### config.mk
export PLATFORM = sky130hd
export DESIGN_NAME = demux_serial_driver
export DESIGN_NICKNAME = d
export VERILOG_FILES = /design/src/rtl/demux_serial_driver.sv
export SDC_FILE = /design/constraint.sdc
export NUM_CORES = 1
export LEC_CHECK = 0
export ABC_CLOCK_PERIOD_IN_PS = 1630
export CORE_MARGIN = 2
export CORE_UTILIZATION = 51
export CTS_CLUSTER_SIZE = 25
export DETAILED_ROUTE_END_ITERATION = 10
export PLACE_DENSITY_LB_ADDON = 0.12
export REMOVE_ABC_BUFFERS = 1
export SLEW_MARGIN = 25
export SYNTH_ARGS = -nofsm -noshare
export SYNTH_HDL_FRONTEND = slang
export SYNTH_SLANG_ARGS = --single-unit
### constraint.sdc
create_clock -name clk -period 1.63 [get_ports clk]
set_input_delay 0.489 -clock clk [delete_from_list [all_inputs] [get_ports clk]]
set_output_delay 0.489 -clock clk [all_outputs]
set_load 0.05 [all_outputs]
### src/rtl/demux_serial_driver.sv
// Feeds the 1-to-4 demux: takes a word and channel over valid/ready, shifts the word out MSB-first
// with a steady select, pulses frame_done after the last bit, then idles for GAP cycles.
module demux_serial_driver #(
  parameter int unsigned WIDTH = 8,
  parameter int unsigned GAP   = 1
) (
  input  logic             clk,
  input  logic             rst_n,
  input  logic [WIDTH-1:0] data_in,
  input  logic [1:0]       chan,
  input  logic             req_valid,
  output logic             req_ready,
  output logic             demux_in,
  output logic [1:0]       demux_sel,
  output logic             frame_active,
  output logic             frame_done
);

  localparam int unsigned     CntW    = $clog2(WIDTH + 1);
  localparam logic [CntW-1:0] CntLast = CntW'(WIDTH - 1);
  localparam logic [3:0]      GapLast = (GAP > 0) ? 4'(GAP - 1) : 4'd0;

  typedef enum logic [1:0] {StIdle, StShift, StGap} state_e;

  state_e           state_q;
  logic [WIDTH-1:0] shreg_q;
  logic [CntW-1:0]  cnt_q;
  logic [3:0]       gap_cnt_q;

  // The register drains to zero after WIDTH shifts, so its MSB is 0 outside SHIFT.
  assign demux_in = shreg_q[WIDTH-1];

  always_ff @(posedge clk or negedge rst_n) begin
    if (!rst_n) begin
      state_q      <= StIdle;
      shreg_q      <= '0;
      cnt_q        <= '0;
      gap_cnt_q    <= '0;
      req_ready    <= 1'b1;
      demux_sel    <= 2'd0;
      frame_active <= 1'b0;
      frame_done   <= 1'b0;
    end else begin
      frame_done <= 1'b0;
      case (state_q)
        StIdle: begin
          if (req_valid) begin
            shreg_q      <= data_in;
            demux_sel    <= chan;
            cnt_q        <= '0;
            req_ready    <= 1'b0;
            frame_active <= 1'b1;
            state_q      <= StShift;
          end
        end
        StShift: begin
          shreg_q <= {shreg_q[WIDTH-2:0], 1'b0};
          cnt_q   <= cnt_q + 1'b1;
          if (cnt_q == CntLast) begin
            frame_active <= 1'b0;
            frame_done   <= 1'b1;
            if (GAP > 0) begin
              gap_cnt_q <= '0;
              state_q   <= StGap;
            end else begin
              req_ready <= 1'b1;
              state_q   <= StIdle;
            end
          end
        end
        StGap: begin
          if (gap_cnt_q == GapLast) begin
            req_ready <= 1'b1;
            state_q   <= StIdle;
          end else begin
            gap_cnt_q <= gap_cnt_q + 1'b1;
          end
        end
        default: state_q <= StIdle;
      endcase
    end
  end

endmodule

==> results of run 1 <==
[flip-flops by register name, summed over array words and instances (netlist names)]
name,count
cnt_q,4
demux_sel,2
frame_active,1
frame_done,1
gap_cnt_q,4
req_ready,1
shreg_q,8
state_q,2
[per-stage QoR]
step	cell area, um2	total power, mW
after floorplan	1110	1.52
after global placement	1460	1.99
after detailed placement	1460	2.02
after CTS	1480	2.28
after global routing	1480	2.42
final	1480	2.25
[kinds of logic (layout without fill, tap and decap cells)]
kind of cell	after synthesis	after routing
AOI/OAI and AO/OA	37	37
xor gates and xnor gates	1	1
adders and majority gates	3	3
buffers and inverters	10	36
DFF	23	23
muxes	4	4
and+or+nand+nor	31	31
[per-layer routing]
metal,wire length (um),vias up,global-route usage
met3,45,2,0.0351
met5,0,-,0
li1,-,441,-
met1,1050,414,0.260
met4,14,0,0.0658
met2,1020,8,0.329
[path summary, 6_finish.rpt]
kind,endpoint,cells after the start
setup / recovery,req_ready,1
hold / removal,shreg_q[7],1
setup reg to reg,gap_cnt_q[0],5
hold reg to reg,shreg_q[0],2
max in group asynchronous,shreg_q[0],2
min in group clk,shreg_q[0],2
[layout make-up]
class,count,area (um2)
clock buffer,4,26.3
fill,175,688
inverter,5,18.8
multi-input combinational,76,517
sequential,23,577
tap,28,35.0
timing repair buffer,27,308
[Yosys cell counts (3+ instances only)]
library cell | number | area [um2]
dfrtp_1 | 22 | 551
a22o_1 | 3 | 26.3
nand2_1 | 4 | 15.0
nand2b_1 | 4 | 25.0
o21ai_0 | 12 | 60.1
a21oi_1 | 12 | 60.1
a22oi_1 | 7 | 52.6
ha_1 | 3 | 37.5
nor2_1 | 4 | 15.0
nor2b_1 | 10 | 62.6
inv_1 | 5 | 18.8
[power breakdown]
part	total (mW)	internal (mW)	switching, mW
registers	0.946	0.754	0.193
logic	1.05	0.548	0.506
clock network	0.255	0.0953	0.159
total	2.25	1.40	0.857
==> qor.csv, run 1 <==
metric,value,unit
place_inst,159,
cts_setup_buffers,0,
syn_area_per_cell,10.5,um2
yosys.area_share.xor_xnor,0.00766,
clock_skew,0.00156,ns
synth_edf_count,0,
gp_congestion,0.798,
ant_nets,0,
viasPerCell,5.31,
min_path_type,input pin to asynchronous set/reset pin,
htree_levels,1,
cp_cell_sequence,buf_12,
crit_type,flip-flop to output port,
nets,152,
netlist_area,0.00114,mm2
r2r_slack,0.16,ns
overflow,0,
wl_per_cell,13.1,um
grt_use_total,0.197,
critPathTopFamily,flip-flops,
muxShareOfSynthArea,0.0449,
final_common_cell,dfrtp_1,
vias,865,
ys_dominant_reg_cell,dfrtp_1,
grt_start_max_net_pins,13,
clock_latency,0.30,ns
grt_pass1_wl,3880,um
yosysUniqueCellTypes,30,
clock_tree.buffer_depth,2,
core,0.00217,mm2
totalNegativeSetupSlack,0,ns
grt_pass1_vias,882,
critPathRequiredTime,1.14,ns
critical_path.max_fanout,3,
layout_common_cells,"dfrtp_1 (22), a21oi_1 (12), o21ai_0 (12), clkdlybuf4s50_1 (12), nor2b_1 (10)",
antenna_found_initial,0,
hold_viol_final,0,
critPathBufInv,1,
cts_tree,yes,
setup_viol,0,
port_buffers,18,
fp.dieW,51.4,um
async_flop_share,1.00,
power.density,1520,mW/mm2
ios,19,
min_period,1.52,ns
fin_hold_ws,0.426,ns
synth-seq-area-share,0.504,
max_freq,0.658,GHz
clkSlewWorstSetupHoldPaths,0.12,ns
synth-adder-area-share,0.0328,
tightestPinTransition,0.338,ns
rsz0062_at_grt,false,
routed_wl,2130,um
finalCritPeriodShare,0.933,
dpl.hpwl,1660,um
vdd_drop_max,1.04,mV
clock-sinks,23,
drv_cap,0,
final_util,0.683,
max_stage_delay,0.59,ns
fp.dieArea,0.00264,mm2
yosys.area_share.simple,0.165,
cp_slowest_cell,dfstp_2,
drt-initial-drc-count,11,
setup_slack,0.110,ns
initial_utilization,0.527,
syn_to_final_growth,29.5,%
num_rows,17,
final_cells,163,
worstPathArrival,1.03,ns
cts_resized,0,
syn_inst,109,
ctsHoldBuffers,0,
timing.rr.start,gap_cnt_q[0],
slew_headroom,0.774,
p_leak,0.660,nW
cts_made_buffers,3,
maxSlewViolCount,0,
synth_top_family_by_area,compound AO/OA/AOI/OAI gates,
crit_start,req_ready,
synth_seq_cells,23,
first_pass_iters,4,
end_kind,output port,
status,"complete, no violations",
synth_compound_area_frac,0.201,
antenna_cells,0,
cts-root-buf,clkbuf_4,
die_y,51.4,um
drcViolationCount,0,
synth_warnings,0,
place_ws,-0.136,ns
drive_above_1_share,0.185,
startpoint_type,flip-flop,
No activity file was read; power rests on OpenSTA's default activity.
==> run 2, diff against run 1 <==
==> constraint.sdc (replaced) <==
create_clock -name clk -period 1.63 [get_ports clk]
set_input_delay 0.2445 -clock clk [delete_from_list [all_inputs] [get_ports clk]]
set_output_delay 0.2445 -clock clk [all_outputs]
set_load 0.05 [all_outputs]
==> run 2 against run 1 <==
Die area unchanged. Critical endpoint is now gap_cnt_q[0]. Via count increased by 2.7%. Combinational power decreased by 13%. Critical path type is now flip-flop to flip-flop. Highest routed layer unchanged. Worst setup slack improved by 0.048 ns. Global-route usage decreased by 0.076 points. Register-to-register slack about the same.
==> qor.csv, run 2 (same netlist as run 1, synthesis figures left out) <==
metric,value,unit,change
status,"complete, no violations",,
finalCritPeriodShare,0.903,,-0.0296
grt_start_max_net_pins,24,,+11
clock-sinks,23,,unchanged
reg_top3,"shreg_q: 8 flops, cnt_q: 4 flops, gap_cnt_q: 4 flops",,
crit_type,flip-flop to flip-flop,,
fp.dieW,51.4,um,unchanged
dpl.hpwl,1620,um,-2.6%
port_buffers,18,,unchanged
gp_congestion,0.844,,+5.8%
num_rows,17,,unchanged
drive_above_1_share,0.167,,-0.0185
core,0.00217,mm2,unchanged
routed_wl,2220,um,+4.0%
min_period,1.47,ns,-0.0482 ns
die_y,51.4,um,unchanged
cts_tree,yes,,
p_leak,0.624,nW,-5.4%
largest_reg_flops,8,,unchanged
max_freq,0.679,GHz,+3.3%
clock_tree.buffer_depth,2,,unchanged
htree_levels,1,,unchanged
crit_start,gap_cnt_q[0],,
end_kind,flip-flop,,
ios,19,,unchanged
tightestPinTransition,0.373,ns,+0.0350 ns
vdd_drop_max,1.05,mV,+0.66%
first_pass_iters,4,,unchanged
power.density,1490,mW/mm2,-2.0%
overflow,0,,unchanged
totalNegativeSetupSlack,0,ns,unchanged
place_inst,156,,-1.9%
hold_viol_final,0,,unchanged
layout_common_cells,"dfrtp_1 (22), a21oi_1 (12), o21ai_0 (12), clkdlybuf4s50_1 (12), buf_4 (11)",,
grt_use_total,0.197,,-0.000758
clock_skew,0.00162,ns,+0.0000627 ns
drt-initial-drc-count,20,,+9
rsz0062_at_grt,false,,
clock_latency,0.30,ns,about the same
syn_to_final_growth,22.1,%,
maxSlewViolCount,0,,unchanged
cts-root-buf,clkbuf_4,,
timing.rr.start,gap_cnt_q[0],,
fp.dieArea,0.00264,mm2,unchanged
antenna_found_initial,0,,unchanged
antenna_cells,0,,unchanged
cts_made_buffers,3,,unchanged
r2r_slack,0.16,ns,about the same
min_path_type,input pin to asynchronous set/reset pin,,
wl_per_cell,13.9,um,+6.0%
vias,888,,+2.7%
fill_cells,189,,+8.0%
grt_pass1_vias,877,,-0.57%
ant_nets,0,,unchanged
setup_slack,0.158,ns,+0.0482 ns
final_util,0.644,,-0.0392
critPathRequiredTime,1.88,ns,+0.74 ns
critical_path.max_fanout,5,,+2
grt_pass1_wl,3840,um,-1.1%
setup_viol,0,,unchanged
cts_resized,0,,unchanged
final_cells,160,,-1.8%
ctsHoldBuffers,0,,unchanged
slew_headroom,0.751,,-0.0228
worstPathArrival,1.72,ns,+0.69 ns
cts_setup_buffers,0,,unchanged
drv_cap,0,,unchanged
nets,149,,-2.0%
clkSlewWorstSetupHoldPaths,0.12,ns,about the same
place_ws,0.0978,ns,+0.233 ns
final_common_cell,dfrtp_1,,
total_power,2.08,mW,-7.6%
largest_register,shreg_q,,
initial_utilization,0.527,,unchanged
drcViolationCount,0,,unchanged
startpoint_type,flip-flop,,
viasPerCell,5.55,,+4.6%
==> run 2: cell count changes in the layout (fill, tap and decap cells not counted) <==
| cell | before | now |
|---|---|---|
| buf_12 | 6 | 1 |
| buf_4 | 9 | 11 |
==> run 2: routing by layer <==
layer	part of all wire	wire (um)	global-route usage	vias to the layer above
met4	0.0077	17	0.0658	0
li1	-	-	-	428
met3	0.028	61	0.0351	2
met2	0.50	1120	0.338	12
met5	0	0	0	-
met1	0.46	1020	0.250	446
==> run 2: metrics by stage <==
stage / hold WS, ns / area [um2]
floorplan: -0.0511 / 1110
global placement: 0.496 / 1370
detailed placement: 0.507 / 1370
CTS: 0.291 / 1400
global route: 0.296 / 1400
finish: 0.285 / 1400
==> run 2: final timing paths <==
check,to,cells after the start
worst max-delay path,gap_cnt_q[0],5
worst min-delay path,shreg_q[7],2
worst max register to register,gap_cnt_q[0],5
worst min register to register,frame_active,2
max in group asynchronous,req_ready,2
min in group clk,frame_active,2
==> run 2: critical path, stage by stage (launching register included) <==
cell	delay, ns
dfrtp_1	0.44
inv_1	0.08
ha_1	0.14
nor3b_2	0.29
a2bb2oi_2	0.28
mux2_2	0.20
==> run 2: area by class of cell <==
class,count,area [um2],area share
Sequential cell,23,577,0.413
Multi-Input combinational cell,76,517,0.370
Timing Repair Buffer,24,223,0.159
Inverter,5,18.8,0.0134
Clock buffer,4,26.3,0.0188
Tap cell,28,35.0,0.0251
==> run 2: power breakdown <==
group | leakage, nW | internal (mW) | switching (mW) | total, mW
sequential | 0.294 | 0.753 | 0.162 | 0.916
combinational | 0.315 | 0.403 | 0.507 | 0.910
clock | 0.0150 | 0.0952 | 0.161 | 0.257
total | 0.624 | 1.25 | 0.831 | 2.08
